### config.mk
export PLATFORM = sky130hd
export DESIGN_NAME = id_ex_stage
export DESIGN_NICKNAME = d
export VERILOG_FILES = /design/src/rtl/id_ex_stage.sv
export SDC_FILE = /design/constraint.sdc
export NUM_CORES = 1
export LEC_CHECK = 0
export CAP_MARGIN = 40
export CORE_AREA = 2 2 158 160
export DETAILED_ROUTE_END_ITERATION = 6
export DIE_AREA = 0 0 160 162
export GPL_TIMING_DRIVEN = 0
export PLACE_DENSITY = 0.74
export SLEW_MARGIN = 20
export SYNTH_ARGS = -nofsm -noshare
export SYNTH_HDL_FRONTEND = slang
export SYNTH_SLANG_ARGS = --single-unit
### constraint.sdc
create_clock -name clk -period 3.8 [get_ports clk]
set_input_delay 0.76 -clock clk [delete_from_list [all_inputs] [get_ports clk]]
set_output_delay 0.76 -clock clk [all_outputs]
set_load 0.01 [all_outputs]
### src/rtl/id_ex_stage.sv
// ---------------------------------------------------------------------------
// id_ex_stage
// ID/EX pipeline register with MEM->EX / WB->EX operand forwarding and
// load-use hazard detection. A detected load-use hazard inserts its own
// one-cycle bubble into EX and asks fetch/decode to hold IF/ID.
//
// Ports
//   clk, rst_n        : clock, asynchronous active-low reset
//   stall             : hold the ID/EX register contents
//   flush             : load a bubble (highest priority)
//   id_*              : decoded instruction fields from decode
//   mem_*/wb_*        : forwarding sources from MEM and WB stages
//   load_use_stall    : combinational hold request to IF/ID
//   alu_control/srca/srcb : ALU drive, forwarding resolved
//   ex_*              : fields passed on to the EX/MEM register
// ---------------------------------------------------------------------------
module id_ex_stage (
    input  logic        clk,
    input  logic        rst_n,
    input  logic        stall,
    input  logic        flush,

    input  logic        id_valid,
    input  logic [31:0] id_pc,
    input  logic [31:0] id_rd1,
    input  logic [31:0] id_rd2,
    input  logic [31:0] id_imm,
    input  logic [4:0]  id_rs1,
    input  logic [4:0]  id_rs2,
    input  logic [4:0]  id_rd,
    input  logic [3:0]  id_alu_control,
    input  logic        id_alu_src,
    input  logic        id_reg_write,
    input  logic        id_mem_write,
    input  logic [1:0]  id_result_src,
    input  logic        id_branch,
    input  logic        id_jump,

    input  logic        mem_reg_write,
    input  logic [4:0]  mem_rd,
    input  logic [31:0] mem_alu_result,
    input  logic        wb_reg_write,
    input  logic [4:0]  wb_rd,
    input  logic [31:0] wb_result,

    output logic        load_use_stall,

    output logic [3:0]  alu_control,
    output logic [31:0] srca,
    output logic [31:0] srcb,

    output logic        ex_valid,
    output logic [31:0] ex_pc,
    output logic [31:0] ex_pc_target,
    output logic [31:0] ex_write_data,
    output logic [4:0]  ex_rd,
    output logic        ex_reg_write,
    output logic        ex_mem_write,
    output logic [1:0]  ex_result_src,
    output logic        ex_branch,
    output logic        ex_jump
);

    localparam int unsigned XLEN = 32;
    localparam int unsigned RW   = 5;

    localparam logic [1:0] RESULT_LOAD = 2'b01;

    // ID/EX register fields
    logic            r_valid;
    logic [XLEN-1:0] r_pc;
    logic [XLEN-1:0] r_rd1;
    logic [XLEN-1:0] r_rd2;
    logic [XLEN-1:0] r_imm;
    logic [RW-1:0]   r_rs1;
    logic [RW-1:0]   r_rs2;
    logic [RW-1:0]   r_rd;
    logic [3:0]      r_alu_control;
    logic            r_alu_src;
    logic            r_reg_write;
    logic            r_mem_write;
    logic [1:0]      r_result_src;
    logic            r_branch;
    logic            r_jump;

    logic            w_load_use;
    logic            w_bubble;
    logic [XLEN-1:0] w_fwd_a;
    logic [XLEN-1:0] w_fwd_b;

    // Load in EX whose destination is read by the instruction in decode
    assign w_load_use = id_valid && r_valid
                     && (r_result_src == RESULT_LOAD)
                     && (r_rd != RW'(0))
                     && ((r_rd == id_rs1) || (r_rd == id_rs2));

    assign w_bubble = flush || w_load_use;

    // Pipeline register: flush / load-use bubble, then stall hold, then capture
    always_ff @(posedge clk or negedge rst_n) begin
        if (!rst_n) begin
            r_valid       <= 1'b0;
            r_pc          <= '0;
            r_rd1         <= '0;
            r_rd2         <= '0;
            r_imm         <= '0;
            r_rs1         <= '0;
            r_rs2         <= '0;
            r_rd          <= '0;
            r_alu_control <= '0;
            r_alu_src     <= 1'b0;
            r_reg_write   <= 1'b0;
            r_mem_write   <= 1'b0;
            r_result_src  <= '0;
            r_branch      <= 1'b0;
            r_jump        <= 1'b0;
        end else if (w_bubble) begin
            r_valid       <= 1'b0;
            r_pc          <= '0;
            r_rd1         <= '0;
            r_rd2         <= '0;
            r_imm         <= '0;
            r_rs1         <= '0;
            r_rs2         <= '0;
            r_rd          <= '0;
            r_alu_control <= '0;
            r_alu_src     <= 1'b0;
            r_reg_write   <= 1'b0;
            r_mem_write   <= 1'b0;
            r_result_src  <= '0;
            r_branch      <= 1'b0;
            r_jump        <= 1'b0;
        end else if (!stall) begin
            r_valid       <= id_valid;
            r_pc          <= id_pc;
            r_rd1         <= id_rd1;
            r_rd2         <= id_rd2;
            r_imm         <= id_imm;
            r_rs1         <= id_rs1;
            r_rs2         <= id_rs2;
            r_rd          <= id_rd;
            r_alu_control <= id_alu_control;
            r_alu_src     <= id_alu_src;
            r_reg_write   <= id_reg_write;
            r_mem_write   <= id_mem_write;
            r_result_src  <= id_result_src;
            r_branch      <= id_branch;
            r_jump        <= id_jump;
        end
    end

    // Operand forwarding: MEM is younger than WB so it wins; x0 never forwards
    always_comb begin
        w_fwd_a = r_rd1;
        w_fwd_b = r_rd2;

        if (mem_reg_write && (mem_rd != RW'(0)) && (mem_rd == r_rs1)) begin
            w_fwd_a = mem_alu_result;
        end else if (wb_reg_write && (wb_rd != RW'(0)) && (wb_rd == r_rs1)) begin
            w_fwd_a = wb_result;
        end

        if (mem_reg_write && (mem_rd != RW'(0)) && (mem_rd == r_rs2)) begin
            w_fwd_b = mem_alu_result;
        end else if (wb_reg_write && (wb_rd != RW'(0)) && (wb_rd == r_rs2)) begin
            w_fwd_b = wb_result;
        end
    end

    assign load_use_stall = w_load_use;

    assign alu_control    = r_alu_control;
    assign srca           = w_fwd_a;
    assign srcb           = r_alu_src ? r_imm : w_fwd_b;

    assign ex_valid       = r_valid;
    assign ex_pc          = r_pc;
    assign ex_pc_target   = XLEN'(r_pc + r_imm);
    // Store data always takes the forwarded rs2, independent of alu_src
    assign ex_write_data  = w_fwd_b;
    assign ex_rd          = r_rd;
    assign ex_reg_write   = r_reg_write;
    assign ex_mem_write   = r_mem_write;
    assign ex_result_src  = r_result_src;
    assign ex_branch      = r_branch;
    assign ex_jump        = r_jump;

endmodule

# == Word-level counts from Yosys, hierarchy flattened ==
# Cells that the tools add are included.
# word_totals
reg_bits,155
in_bits,235
output_inout_bits,177
# op_classes
add_sub_neg,1
n_eq_ne,8
n_mux,35
reduce_logical,15
# ops
operator,n
32-bit 2-to-1 mux,13
32-bit adder,1
5-bit == test,6
5-bit 2-to-1 mux,6
5-bit nonzero test,3
1-bit 2-to-1 mux,12
1-bit logical AND,10
4-bit 2-to-1 mux,2
2-bit 2-to-1 mux,2
2-bit by 1-bit == test with 1-bit output (second input constant),1
1-bit logical OR,2
2-bit by 1-bit inequality test with 1-bit output (second input constant),1

# == Depth between registers and ports, before layout ==
# depth
word_depth,6
mapped_depth,9

# == Least setup slack after synthesis ==
# OpenSTA, ideal clock, no wires.
# synth_timing
path_kind,register -> output
from,register r_pc[0] (netlist: ex_pc[0])
to,output ex_pc_target[30]
arrival_time_ns,2.528
required_ns,3.040
slack_ns,0.512
stages_incl_launch_ff,10
n_path_buf,0
cell_sequence,dfrtp_1 ha_1 fa_1 a21o_1 a221oi_2 o31ai_1 o21a_1 o31ai_4 o21ai_0 xor2_1
# synth_via
elab_chain_cells,1
# synth_lines
item,line_no,text
"start, declared",71,logic [XLEN-1:0] r_pc;
"start signal, assigned",135,r_pc <= id_pc;
32-bit adder,178,assign ex_pc_target = XLEN'(r_pc + r_imm);
"end, declared",54,"output logic [31:0] ex_pc_target,"
# Every way passes these cells.

# == Final worst setup path ==
# Same ends and word-level chain as after synthesis.

==> metrics <==
io pins 412; vias 9,970; Yosys cell types 53; WL per Instance 22.4 um; Setup TNS Final -0.455 ns; Syn Area/Cell 9.76 um2; Net Count, Synth 1,281; launch point of the critical path ex_pc[0]; Fillers 2,035; DIE WIDTH 160 um; count leader, synth mux2i_1; Hold Path Class input port to async pin; kind of critical path register to output port; 1st-pass router iterations 5; CTS clk-pin slew, worst paths 0.07 ns; placed insts 1,751; endpoints failing hold 0; hold_ws 0.272 ns; Tcrit/Tclk final 104%; # port buffers 410; PwrDens 307 nW/um2; CTS H-tree depth 4; Via density 5.41; FF+latch count, synth 155; clk sinks 155; Rows 57; final worst path period need 3.95 ns; Post-Syn Area 9890 um2; Yosys warnings 0; RSZ-0062 raised after global routing true; max-slew headroom at the worst pin 41.6%; fin nets 1,773; CP startpoint kind register; first-pass GRT wire length 60,600 um; die area 25,900 um2; final WL 41,200 um; largest net degree at the start of global routing 84; total gr overflow 0; Iter 0 DRT Violations 718; HPWL after DPL 31,200 um; Post-synth ARST share 100%; Worst Path Required 3.04 ns; number of global-route vias before repair 10.1k; RD Place Congestion 0.944; sequential share of the synthesized area 39.2%; CORE AREA 24,100 um2; CTS Buf Count 17; violated checks negative setup slack; Post-Syn Instances 1,014; top cells by count, synth 219 x mux2i_1, 195 x nor2_1, 155 x dfrtp_1; Slew Limit Fails 0; Root Buffer clkbuf_16; CTS tree done; fin util 66.8%; initial antenna violation count 5; Worst Clk Skew 0.0136 ns; Pleak 7.51 nW; DRC viols 0; FMAX 0.253 GHz; r2r startpoint ex_rd[1]; Max VDD drop 0.000180 V; crit path DAT 3.19 ns; Power, Total 4.95 mW; clk buf depth 2; Post-CTS Hold Fix Bufs 0; top post-synthesis cells by area dfrtp_1 39%, mux2i_1 22%, nor2_1 7.4%, ha_1 3.9%, mux2_2 3.6%; status finished, violations left; setup violators final 5; cell taking the most area after synthesis dfrtp_1; Worst Tran Pin Value 0.877 ns; Post-DRT Antenna Nets 0; final setup margin -0.146 ns; EDFF count, synth 0; max-cap violation count 0; Initial Util 41.0%; non-filler cells, final 1,844; Yosys top cell area share 39.2%; all-layer global routing usage 31.1%; type of destination of the critical path output port; top_reg_cell synth dfrtp_1; Die Ht 162 um; clk_lat worst skew 0.43 ns; crit-path max FO 3; fraction of layout cells with a size suffix above 1 19.0%; area grow syn2layout 62.8%
## final cells by class
type	instances	area (um2)	share of cell area [%]
antenna	2	5.00	0.0311
buffer	59	387	2.40
clock buffer	17	425	2.64
clock inverter	14	153	0.948
inverter	1	3.75	0.0233
multi-input combinational	800	6260	38.8
sequential	155	3880	24.1
tap	324	405	2.52
timing repair buffer	472	4590	28.5
## worst max-delay path, stage by stage, from the launching register on
cell      delay [ns]
dfrtp_2         0.43
ha_4            0.19
fa_2            0.35
a21o_1          0.23
a221oi_4        0.38
o31ai_4         0.10
o21a_2          0.26
o31ai_4         0.20
buf_4           0.16
buf_6           0.10
o21ai_2         0.06
xor2_1          0.14
buf_2           0.15
## path summary, 6_finish.rpt
check | end | slack (ns) | cells after the start
worst max-delay path | ex_pc_target[30] | -0.15 | 12
min in group clk | r_rd1[2] | 0.53 | 2
worst min-delay path | alu_control[0] | 0.27 | 1
worst min register to register | r_rd1[2] | 0.53 | 2
max in group asynchronous | ex_pc[13] | 2.67 | 2
worst max register to register | r_rd1[31] | 1.34 | 8
## routing by layer
metal / GRT usage, % / wire length (um)
met1: 39.2 / 16700
met2: 51.8 / 19900
met3: 7.87 / 3140
met4: 11.5 / 1420
met5: 0 / 27
## layout by cell type, fill, tap and decap left out, types with 6 or more instances in the layout
cell and count:
clkdlybuf4s15_1 19, clkbuf_16 17, nor2_1 193, dfrtp_1 152, dlygate4sd2_1 73, clkbuf_2 8
ha_1 26, buf_6 8, clkdlybuf4s15_2 12, xor2_1 29, clkdlybuf4s50_1 281, mux2_2 28
buf_2 30, and3_1 6, mux2i_2 10, nand2_1 54, a21oi_1 28, clkbuf_1 21
buf_12 8, xnor2_1 30, mux2i_1 203, buf_4 50, o21ai_2 7, mux2i_4 6
a21oi_2 29, o21ai_0 47, a21o_1 7, nand3_1 7
## report_power, final
group          total, mW  internal, mW  switching, mW
registers           1.84          1.74         0.0971
logic               1.39         0.733          0.661
clock network       1.71         0.928          0.785
total               4.95          3.40           1.54
## flip-flops by register name (all words and copies together) (netlist names), 2 cells and up
register / flops
r_rd2: 32
ex_pc: 32
ex_result_src: 2
r_rs1: 5
alu_control: 4
r_imm: 32
r_rd1: 32
r_rs2: 5
ex_rd: 5
## metrics by stage
stage | area, um2 | setup WS [ns]
CTS | 15900 | -0.165
global route | 16100 | -0.259
global placement | 14400 | -4.66
detailed placement | 14500 | -0.942
floorplan | 9890 | 0.512
finish | 16100 | -0.146
## cells by family after synthesis
group / after synthesis / synth area share, %
AND/OR/NAND/NOR: 289 / 12.2
AO/OA/AOI/OAI: 166 / 10.2
flip-flops: 155 / 39.2
XOR/XNOR: 61 / 5.40
multiplexers: 251 / 25.8
buffers and inverters: 60 / 3.00
adder cells (fa/ha/maj): 32 / 4.12
## what timing repair did
item | in CTS | in global routing
resized for setup | 313 | 67
buffers inserted | 47 | 9
pin swaps | 31 | 21
setup endpoints to repair | 118 | 62
cloned | 4 | 0
hold endpoints to repair | 0 | 0
Note: power is estimated with default switching activity, not from simulation.
